**config.mk**
```make
export PLATFORM = sky130hd
export DESIGN_NAME = vec_operand_packer
export DESIGN_NICKNAME = d
export VERILOG_FILES = /design/src/rtl/vec_pkg.sv /design/src/rtl/vec_out_reg.sv /design/src/rtl/vec_operand_packer.sv
export SDC_FILE = /design/constraint.sdc
export NUM_CORES = 1
export LEC_CHECK = 0
export CAP_MARGIN = 20
export CORE_MARGIN = 2
export CORE_UTILIZATION = 30
export DETAILED_ROUTE_END_ITERATION = 8
export DONT_BUFFER_PORTS = 1
export PLACE_DENSITY_LB_ADDON = 0.1
export SLEW_MARGIN = 20
export SYNTH_ARGS = -nofsm -noshare
export SYNTH_HDL_FRONTEND = slang
export SYNTH_SLANG_ARGS = --single-unit
```
**constraint.sdc**
```tcl
create_clock -name clk -period 3.2 [get_ports clk]
set_input_delay 0.32 -clock clk [delete_from_list [all_inputs] [get_ports clk]]
set_output_delay 0.32 -clock clk [all_outputs]
set_load 0.1 [all_outputs]
```
**src/rtl/vec_pkg.sv**
```systemverilog
// Shared types and constants for the 4-lane dot-product operand path.
package vec_pkg;

  localparam int VEC_LANES  = 4;
  localparam int VEC_LANE_W = 32;
  localparam int VEC_W      = VEC_LANES * VEC_LANE_W;
  localparam int VEC_CNT_W  = $clog2(VEC_LANES) + 1;

  typedef logic [VEC_LANE_W-1:0] lane_t;
  typedef logic [VEC_W-1:0]      vec_t;
  typedef logic [VEC_CNT_W-1:0]  lane_cnt_t;

  // FILL: gathering lanes. HOLD: a completed vector waits for the output register.
  typedef enum logic {
    FILL = 1'b0,
    HOLD = 1'b1
  } pack_state_t;

  // Saturating 16-bit increment for event counters.
  function automatic logic [15:0] sat_inc16(input logic [15:0] v);
    return (v == 16'hFFFF) ? v : v + 16'd1;
  endfunction

endpackage

```
**src/rtl/vec_out_reg.sv**
```systemverilog
// One-entry valid/ready register. Loads whenever it is empty or its current
// entry is leaving this cycle, so back-to-back traffic has no bubble.
// Handshake: a beat moves when valid && ready are both high at a rising edge;
// a producer holds valid and data stable until that edge.
module vec_out_reg #(
  parameter int W = 8
) (
  input  logic         clk,
  input  logic         rst_n,
  input  logic         in_valid,
  output logic         in_ready,
  input  logic [W-1:0] in_data,
  output logic         out_valid,
  input  logic         out_ready,
  output logic [W-1:0] out_data
);

  logic         valid_q, valid_d;
  logic [W-1:0] data_q, data_d;

  assign in_ready  = !valid_q || out_ready;
  assign out_valid = valid_q;
  assign out_data  = data_q;

  // Next entry: replace on load, otherwise drain on a downstream handshake.
  always_comb begin
    valid_d = valid_q;
    data_d  = data_q;
    if (in_valid && in_ready) begin
      valid_d = 1'b1;
      data_d  = in_data;
    end else if (out_ready) begin
      valid_d = 1'b0;
    end
  end

  // Entry registers.
  always_ff @(posedge clk or negedge rst_n) begin
    if (!rst_n) begin
      valid_q <= 1'b0;
      data_q  <= '0;
    end else begin
      valid_q <= valid_d;
      data_q  <= data_d;
    end
  end

endmodule

```
**src/rtl/vec_operand_packer.sv**
```systemverilog
// Packs scalar (a, b) operand pairs into LANES-wide vectors, lane 0 in the
// low bits. A vector closes on the last lane or on in_last; unused upper lanes
// are zero. Optional macro VEC_PACK_PERF_EN adds saturating counters for
// delivered vectors and cycles spent in HOLD.
// Handshake: input and output streams both transfer on valid && ready at a
// rising edge; in_ready depends only on the packer state, never on out_ready.
module vec_operand_packer
  import vec_pkg::*;
#(
  parameter int LANES  = VEC_LANES,
  parameter int LANE_W = VEC_LANE_W
) (
  input  logic                      clk,
  input  logic                      rst_n,
  input  logic                      in_valid,
  output logic                      in_ready,
  input  logic [LANE_W-1:0]         in_a,
  input  logic [LANE_W-1:0]         in_b,
  input  logic                      in_last,
  output logic                      out_valid,
  input  logic                      out_ready,
  output logic [LANES*LANE_W-1:0]   vec_a,
  output logic [LANES*LANE_W-1:0]   vec_b,
  output logic [$clog2(LANES):0]    out_lanes,
  output pack_state_t               dbg_state
`ifdef VEC_PACK_PERF_EN
  ,
  output logic [15:0]               perf_vec_cnt,
  output logic [15:0]               perf_stall_cnt
`endif
);

  localparam int VW = LANES * LANE_W;
  localparam int IW = $clog2(LANES);
  localparam int CW = IW + 1;
  localparam int DW = 2 * VW + CW;

  pack_state_t     state_q, state_d;
  logic [IW-1:0]   idx_q, idx_d;
  logic [VW-1:0]   buf_a_q, buf_a_d;
  logic [VW-1:0]   buf_b_q, buf_b_d;
  logic [VW-1:0]   fill_a, fill_b;
  logic            accept, complete;
  logic            push_valid, push_ready;
  logic [VW-1:0]   push_a, push_b;
  logic [CW-1:0]   push_lanes;
  logic [DW-1:0]   push_data, out_data;

  assign in_ready  = (state_q == FILL);
  assign dbg_state = state_q;
  assign accept    = in_valid && in_ready;
  assign complete  = accept && (in_last || (idx_q == IW'(LANES - 1)));

  // In HOLD idx still points at the closing lane, so the count is the same.
  assign push_lanes = CW'(idx_q) + CW'(1);

  // Fill buffer with the incoming pair merged into lane idx.
  always_comb begin
    fill_a = buf_a_q;
    fill_b = buf_b_q;
    fill_a[int'(idx_q) * LANE_W +: LANE_W] = in_a;
    fill_b[int'(idx_q) * LANE_W +: LANE_W] = in_b;
  end

  // A closing accept offers the merged vector directly; HOLD re-offers the buffer.
  always_comb begin
    push_valid = complete || (state_q == HOLD);
    push_a     = (state_q == HOLD) ? buf_a_q : fill_a;
    push_b     = (state_q == HOLD) ? buf_b_q : fill_b;
    push_data  = {push_lanes, push_a, push_b};
  end

  // Packer FSM next state: fill lanes, hand off or park a completed vector.
  always_comb begin
    state_d = state_q;
    idx_d   = idx_q;
    buf_a_d = buf_a_q;
    buf_b_d = buf_b_q;
    case (state_q)
      FILL: begin
        if (accept) begin
          if (complete) begin
            if (push_ready) begin
              idx_d   = '0;
              buf_a_d = '0;
              buf_b_d = '0;
            end else begin
              buf_a_d = fill_a;
              buf_b_d = fill_b;
              state_d = HOLD;
            end
          end else begin
            buf_a_d = fill_a;
            buf_b_d = fill_b;
            idx_d   = idx_q + IW'(1);
          end
        end
      end
      HOLD: begin
        if (push_ready) begin
          idx_d   = '0;
          buf_a_d = '0;
          buf_b_d = '0;
          state_d = FILL;
        end
      end
      default: begin
        state_d = FILL;
        idx_d   = '0;
        buf_a_d = '0;
        buf_b_d = '0;
      end
    endcase
  end

  // Packer state and fill buffer registers.
  always_ff @(posedge clk or negedge rst_n) begin
    if (!rst_n) begin
      state_q <= FILL;
      idx_q   <= '0;
      buf_a_q <= '0;
      buf_b_q <= '0;
    end else begin
      state_q <= state_d;
      idx_q   <= idx_d;
      buf_a_q <= buf_a_d;
      buf_b_q <= buf_b_d;
    end
  end

  vec_out_reg #(
    .W (DW)
  ) u_out_reg (
    .clk       (clk),
    .rst_n     (rst_n),
    .in_valid  (push_valid),
    .in_ready  (push_ready),
    .in_data   (push_data),
    .out_valid (out_valid),
    .out_ready (out_ready),
    .out_data  (out_data)
  );

  assign {out_lanes, vec_a, vec_b} = out_data;

`ifdef VEC_PACK_PERF_EN
  logic [15:0] vec_cnt_q, vec_cnt_d;
  logic [15:0] stall_cnt_q, stall_cnt_d;

  // Count delivered vectors and HOLD cycles, both saturating.
  always_comb begin
    vec_cnt_d   = (out_valid && out_ready) ? sat_inc16(vec_cnt_q) : vec_cnt_q;
    stall_cnt_d = (state_q == HOLD) ? sat_inc16(stall_cnt_q) : stall_cnt_q;
  end

  // Counter registers.
  always_ff @(posedge clk or negedge rst_n) begin
    if (!rst_n) begin
      vec_cnt_q   <= '0;
      stall_cnt_q <= '0;
    end else begin
      vec_cnt_q   <= vec_cnt_d;
      stall_cnt_q <= stall_cnt_d;
    end
  end

  assign perf_vec_cnt   = vec_cnt_q;
  assign perf_stall_cnt = stall_cnt_q;
`endif

endmodule

```
==> results.md, run 1 <==
Run status:
- The run finished, with violations left.
- The checks that failed: hold timing, slew limit.

STA:
- The worst-case clock skew is 0.0260 ns.
- The worst-case headroom to the max-slew limit is -57.6%.
- The tightest hold path in the finished design has a slack of -0.585 ns.
- The final setup violation count is 0.
- Dividing the final minimum period by the clock period gives 85.5%.
- Setup repair after global routing left no endpoint under its margin.
- The upper clock frequency limit is 365 MHz.
- The aggregate negative setup slack is 0 ns.
- The count of endpoints failing hold in the final timing report is 519.
- The final critical path time including I/O delays and setup is 2.74 ns.
- The slew at the pin closest to its max-slew limit is 2.36 ns.
- The count of pins over their slew limit is 269.

Floorplan:
- The floorplan has 96 rows.
- Once the floorplan was initialized, standard cells occupied 30.3% of the core.
- From bottom edge to top edge, the die measures 267 microns.
- The die covers 71400 sq um.
- The floorplan step set the die width to 267 microns.
- The core region area is 68600 sq um.
- The total I/O pin count is 331.

Route:
- The pre-antenna-repair detailed-routing pass consisted of 5 iterations.
- The post-detailed-route via-to-cell ratio is 5.42.
- Summed over all layers, the routed wires come to 71000 microns.
- In the final routed layout, each cell accounts on average for 25.7 microns.
- In this run the remaining antenna-violating nets after routing total 0.
- The via count is 15005.
- The starting DRC count in detailed routing is 998.
- In the routed design, unresolved DRC markers number 0.

Pwr:
- The part of the total power dissipated in the clock network is 23.8%.
- In this run, the combinational gates consume 13.5% of the power.
- The maximum vdd ir drop is 0.632 mV.
- Power spread over the standard cell area amounts to 1180 nW/um^2.
- The fraction of power consumed by sequential logic is 62.7%.
- Of the total power, the share spent switching nets is 53.9%.
- The internal power of the cells is 0.0133 W.
- The switching power summed over all nets is 0.0155 W.
- For this design the static power due to leakage is 10.8 nW.

CTS:
- CTS saw 519 sinks.
- The clock tree from TritonCTS is done.
- The clock passes through at most 3 buffers.
- The number of setup buffers added after CTS is 0.
- Buffers inserted during clock tree synthesis total 59.
- The clock-pin transition on the worst setup and hold timing paths is 0.06 ns.
- The level count of the clock H-tree is 2.
- Clock latency on the worst-skew pair, taken at its later pin, is 0.61 ns.
- The count of cells resized by post-cts repair is 0.
- In this run the clock root is driven by a sky130_fd_sc_hd__clkbuf_16.
- The quantity of hold-fixing buffers added after cts is 66.

Worst setup path:
- The type of origin of the critical path is a flip-flop.
- The data arrival time of the critical path is 3.28 ns.
- The worst-case reg-to-reg path depth is 7.
- The critical setup path kind is reg -> reg.
- The endpoint identified for the worst register-to-register timing path is u_out_reg.out_data[183].
- The critical path startpoint is idx_q[0].
- For the worst setup path, the data required time is 3.74 ns.
- The capturing instance or port of the critical path is u_out_reg.out_data[183].
- Across all register-to-register paths, the minimum setup slack is 0.46 ns.
- The startpoint identified for the worst register-to-register timing path is idx_q[0].
- The type of destination of the critical path is a flip-flop.
- The worst-path maximum fanout is 12.

Synthesis:
- The summed instance area of the synthesized netlist is 20800 sq um.
- The count of state elements after synthesis is 519.
- The compound-gate portion of the synthesized area is 22.1%.
- The dominant combinational cell family by area after synthesis is compound AO/OA/AOI/OAI gates.
- For this run, the register share of the synthesized area comes to 62.5%.
- After Yosys synthesis, and, or, nand and nor cells account for 10.6% of the synthesized area.
- The number of distinct library cells after synthesis is 36.
- The per-instance average area after synthesis is 11.3 sq um.
- Summing the areas of all xor and xnor instances in the mapped netlist gives 0% of the synthesized area.
- Counting every instance in the synthesized netlist gives 1838.
- The synthesized netlist devotes 0.361% of its cell area to adder and majority cells.
- The count of synthesis-stage warnings from yosys is 0.
- The multiplexer share of the synthesized area is 0%.
- The number of nets in the synthesized netlist is 1913.

Global route:
- The total global-route track usage is 19.6%.
- The pin count of the biggest net entering global routing is 520.
- The number of global-route vias before repair is 15383.
- The number of antenna violations at the first check in global routing is 6.
- The first global-routing pass estimated 106000 microns of wire.
- The total grt overflow is 0.

Place:
- The final HPWL from detailed placement is 41600 microns.
- The cell area reported after detailed placement is 21700 sq um.
- After detailed placement, the design holds a cell count of 2588.
- The number of port buffers is 0.
- The congestion estimate from routability-driven global placement came to 0.749.

Layout:
- Once layout is complete, the cells apart from fillers number 2767.
- Once layout is done, the placed cells without fillers occupy 24300 sq um.
- From synthesis to final layout, the design area changed by 17.0%.
- The number of nets in the finished design is 1859.
- The share of post-route cells with drive strength above 1 is 8.47%.

Min path:
- The worst hold path belongs to the class in -> async.

Run:
- The number of max-cap violations is 0.
-- cell usage in the layout (no fill, tap or decap), drive strengths merged, types with 3 or more instances in the layout --
cell type	Yosys	final
a21oi	4	4
a221oi	254	254
a22o	255	255
a31oi	4	4
buf	109	41
bufinv	0	3
clkbuf	113	94
clkinv	0	8
clkinvlp	0	3
dfrtp	519	519
diode	0	5
dlygate4sd3	0	66
ha	6	6
inv	5	5
nand2	17	17
nand2b	4	4
nor2	520	520
nor3	4	4
nor3b	4	4
o21ai	5	5
-- critical path, stage by stage, from the launching register on --
cell	delay (ns)
sky130_fd_sc_hd__dfrtp_1	0.57
sky130_fd_sc_hd__inv_1	0.18
sky130_fd_sc_hd__ha_1	0.53
sky130_fd_sc_hd__nand3b_1	0.36
sky130_fd_sc_hd__nor2_4	0.49
sky130_fd_sc_hd__buf_4	0.30
sky130_fd_sc_hd__a221oi_1	0.11
sky130_fd_sc_hd__nor2_1	0.12
-- worst min path at each step --
stage | start | end | cells after the start
after global routing | rst_n | u_out_reg.out_data[210] | 0
after CTS | rst_n | u_out_reg.out_data[210] | 0
after floorplan | rst_n | buf_a_q[0] | 0
final | rst_n | u_out_reg.out_data[210] | 0
after detailed placement | rst_n | u_out_reg.out_data[210] | 0
after global placement | rst_n | u_out_reg.out_data[210] | 0
-- logic make-up (layout without fill, tap and decap cells) --
logic type,Yosys count,in the layout
adder cells (fa/ha/maj),6,6
buffers and inverters,227,220
other,0,5
AO/OA/AOI/OAI,528,528
flip-flops,519,519
AND/OR/NAND/NOR,558,558
-- Yosys cell counts, drive strengths merged --
master	count	area, sq um
nor2b	2	12.5
a21oi	4	20.0
ha	6	75.1
and2	1	6.26
inv	5	18.8
o32ai	1	8.76
nor4b	2	32.5
a31oi	4	43.8
a22o	255	2230
o2bb2ai	1	8.76
and3	2	12.5
buf	109	488
a32o	1	10.0
nor3	4	30.0
o21ai	5	25.0
nand2b	4	25.0
nand3	1	5.00
nor2	520	1950
nand3b	1	7.51
nor3b	4	46.3
nand2	17	63.8
dfrtp	519	13000
o31ai	1	12.5
o21a	2	15.0
clkbuf	113	424
a221oi	254	2220
-- cell type report --
type / count / area (sq um)
Sequential cell: 519 / 13000
Antenna cell: 5 / 12.5
Clock buffer: 94 / 1800
Clock inverter: 14 / 156
Timing Repair Buffer: 107 / 1180
Tap cell: 931 / 1160
Multi-Input combinational cell: 1092 / 7000
Fill cell: 6814 / 44300
Inverter: 5 / 18.8
-- power by group through the flow --
| stage | sequential (W) | clock (W) | combinational (W) |
|---|---|---|---|
| after floorplan | 0.0176 | 0 | 0.00270 |
| after global placement | 0.0182 | 0 | 0.00371 |
| after detailed placement | 0.0182 | 0 | 0.00377 |
| after CTS | 0.0181 | 0.00706 | 0.00396 |
| after global routing | 0.0182 | 0.00730 | 0.00437 |
| final | 0.0180 | 0.00685 | 0.00388 |
-- registers in the layout, summed over array words and instances, names as in the netlist --
name / flops
u_out_reg.out_valid: 1
buf_b_q: 128
dbg_state: 1
idx_q: 2
u_out_reg.out_data: 259
buf_a_q: 128
-- per-stage QoR --
stage / hold WS (ns) / power, W / worst slack (ns) / util, %
after detailed placement: 0.0544 / 0.0219 / 0.491 / 31.6
after global placement: 0.0500 / 0.0219 / 0.535 / 31.6
after CTS: -0.629 / 0.0291 / 0.454 / 35.4
final: -0.585 / 0.0287 / 0.464 / 35.5
after global routing: -0.625 / 0.0299 / 0.278 / 35.5
after floorplan: 0.0244 / 0.0203 / 0.561 / -
-- metal layers --
layer | track usage, % | wire [microns] | vias up
met2 | 31.2 | 33600 | 421
met3 | 5.62 | 5310 | 92
met4 | 5.12 | 1530 | 0
met5 | 0 | 0 | -
li1 | - | - | 6625
met1 | 26.2 | 30600 | 7867
Power figures use the tool's default switching activity.
==> inputs of run 2 (changes only) <==
Settings changed: CORE_MARGIN 2 to not set.
==> results.md, run 2 (synthesis results as in run 1) <==
CTS:
- The clock latency on the worst-skew pair came to 0.62 ns (was 0.61 ns).
- The level count of the clock H-tree is 2 (unchanged).
- The count of cells resized by post-cts repair came to 0 (unchanged).
- The quantity of hold-fixing buffers added after cts is 66 (unchanged).
- The TritonCTS sink count is 519 (unchanged).
- The number of buffers created by CTS is 60 (was 59).
- The root cell of the clock tree is sky130_fd_sc_hd__clkbuf_16 (unchanged).
- The clock-pin transition on the worst setup and hold timing paths is 0.06 ns (about the same).
- The clock tree from TritonCTS is done (unchanged).
- The post-CTS setup buffer count was 0 (unchanged).
- The maximum buffer depth of the clock tree is 3 (unchanged).

Route:
- The first-pass detailed-route iteration total is 6 (was 5).
- The average detailed-routed wire length per instance is 25.6 microns (was 25.7 microns).
- The starting DRC count in detailed routing is 1126 (was 998).
- The via count was 15036 (was 15005).
- The number of nets with antenna violations after routing came to 0 (unchanged).
- The post-detailed-route via-to-cell ratio is 5.44 (was 5.42).
- The sum of routed wire length over all layers is 70800 microns (was 71000 microns).
- The number of design rule violations left after detail routing is 0 (unchanged).

STA:
- The count of endpoints failing hold in the final timing report is 519 (unchanged).
- The final setup violation count is 0 (unchanged).
- The slew at the pin closest to its max-slew limit is 1.12 ns (was 2.36 ns).
- The final worst slack is 0.354 ns (was 0.464 ns).
- The portion of the clock cycle consumed by the worst path in the final layout is 88.9% (was 85.5%).
- The worst-case headroom to the max-slew limit came to 25.5% (was -57.6%).
- Unrepaired setup endpoints after global routing: no (unchanged).
- The worst-case clock skew was 0.0241 ns (was 0.0260 ns).
- The upper clock frequency limit came to 351 MHz (was 365 MHz).
- The aggregate negative setup slack was 0 ns (unchanged).
- The count of pins over their slew limit is 0 (was 269).
- The smallest hold slack is -0.589 ns (was -0.585 ns).
- The final critical path time including I/O delays and setup is 2.85 ns (was 2.74 ns).

Global route:
- The number of global-route vias before repair came to 15428 (was 15383).
- The number of antenna violations at the first check in global routing is 3 (was 6).
- The pin count of the biggest net entering global routing came to 520 (unchanged).
- The total global-route track usage came to 20.0% (was 19.6%).
- The total grt overflow came to 0 (unchanged).
- The wire length of the first global-routing pass is 106000 microns (about the same).

Min path:
- The worst min-delay path class is in -> async (unchanged).

Worst setup path:
- The type of destination of the critical path is a flip-flop (unchanged).
- The capturing instance or port of the critical path was u_out_reg.out_data[185] (was u_out_reg.out_data[183]).
- The worst setup slack for register-to-register paths was 0.35 ns (was 0.46 ns).
- The required arrival time at the worst endpoint was 3.73 ns (was 3.74 ns).
- The terminus of the critical flop-to-flop path is u_out_reg.out_data[185] (was u_out_reg.out_data[183]).
- The data arrival time of the critical path is 3.37 ns (was 3.28 ns).
- The launching point of the worst reg2reg path is idx_q[0] (unchanged).
- The worst-path maximum fanout is 13 (was 12).
- The worst-case reg-to-reg path depth is 7 (unchanged).
- The type of origin of the critical path is a flip-flop (unchanged).
- The critical path startpoint is idx_q[0] (unchanged).
- The critical setup path kind is reg -> reg (unchanged).

Run status:
- Violated checks: hold timing (was hold timing, slew limit).
- Outcome: complete, but fails checks (unchanged).

Floorplan:
- The full die area came to 70400 sq um (was 71400 sq um).
- The width of the chip is 265 microns (was 267 microns).
- The core region area is 68600 sq um (unchanged).
- The number of placement rows is 96 (unchanged).
- The total I/O pin count is 331 (unchanged).
- The vertical die dimension came to 265 microns (was 267 microns).
- The initial core utilization is 30.3% (unchanged).

Place:
- The final HPWL from detailed placement came to 41400 microns (was 41600 microns).
- The setup slack after placement was 0.444 ns (was 0.491 ns).
- The final weighted congestion in routability-driven placement is 0.741 (was 0.749).
- The number of port buffers is 0 (unchanged).
- The number of cells after detailed placement is 2590 (was 2588).
- The cell area reported after detailed placement is 21600 sq um (was 21700 sq um).

Layout:
- The flip-flop count of the largest register after layout is 259 (unchanged).
- The synthesis-to-layout area growth was 17.3% (was 17.0%).
- The final non-filler cell area is 24400 sq um (was 24300 sq um).
- The most frequent standard cell in the layout excluding fill and tap cells is sky130_fd_sc_hd__dfrtp_1 (unchanged).
- Highest-count cells in the layout ignoring fill and taps: 518 x sky130_fd_sc_hd__dfrtp_1, 516 x sky130_fd_sc_hd__nor2_1, 255 x sky130_fd_sc_hd__a22o_1 (unchanged).
- The share of post-route cells with drive strength above 1 was 8.89% (was 8.47%).
- The number of standard cells in the final layout excluding fillers is 2765 (was 2767).
- The number of nets in the finished design is 1862 (was 1859).

Pwr:
- The leakage power summed over all cells is 10.8 nW (about the same).
- The maximum vdd ir drop was 0.520 mV (was 0.632 mV).
- The power per unit of standard cell area is 1200 nW/um^2 (was 1180 nW/um^2).

Run:
- The number of max-cap violations was 0 (unchanged).
## run 2: worst min path at each step
stage	cells past startpoint	from	slack, ns	end
2_1_floorplan	0	rst_n	0.02	buf_a_q[0]
3_3_place_gp	0	rst_n	0.05	u_out_reg.out_data[210]
3_5_place_dp	0	rst_n	0.04	u_out_reg.out_data[147]
4_1_cts	0	rst_n	-0.61	u_out_reg.out_data[212]
5_1_grt	0	rst_n	-0.63	u_out_reg.out_data[212]
6_report	0	rst_n	-0.59	u_out_reg.out_data[212]
## run 2: layer usage
layer | vias up | part of all wire [%] | global-route usage [%]
li1 | 6626 | - | -
met5 | - | 0 | 0
met4 | 0 | 2.3 | 5.67
met2 | 435 | 47 | 31.8
met3 | 102 | 7.6 | 5.81
met1 | 7873 | 43 | 26.4
## run 2: final cells by class
cell class	instances	area, sq um
antenna	1	2.50
clock inverter	22	335
clock buffer	86	1750
multi-input combinational	1092	7000
sequential	519	13000
fill	6834	44200
tap	931	1160
inverter	5	18.8
timing repair buffer	109	1120
## run 2: critical path, stage by stage, from the launching register on
cell and delay (ns):
sky130_fd_sc_hd__dfrtp_1 0.57, sky130_fd_sc_hd__inv_1 0.19, sky130_fd_sc_hd__ha_1 0.55, sky130_fd_sc_hd__nand3b_1 0.35
sky130_fd_sc_hd__nor2_4 0.50, sky130_fd_sc_hd__buf_4 0.32, sky130_fd_sc_hd__a221oi_1 0.11, sky130_fd_sc_hd__nor2_1 0.14
## run 2: through the flow
step / utilization, % / power [W]
after floorplan: - / 0.0203
after global placement: 31.5 / 0.0218
after detailed placement: 31.5 / 0.0219
after CTS: 35.5 / 0.0295
after global routing: 35.6 / 0.0303
final: 35.6 / 0.0292
## run 2: power breakdown
part           leakage (nW)  internal [W]  switching, W
combinational          3.11       0.00134       0.00252
sequential             6.70       0.00782        0.0102
clock                  1.04       0.00449       0.00281
total                  10.8        0.0136        0.0155
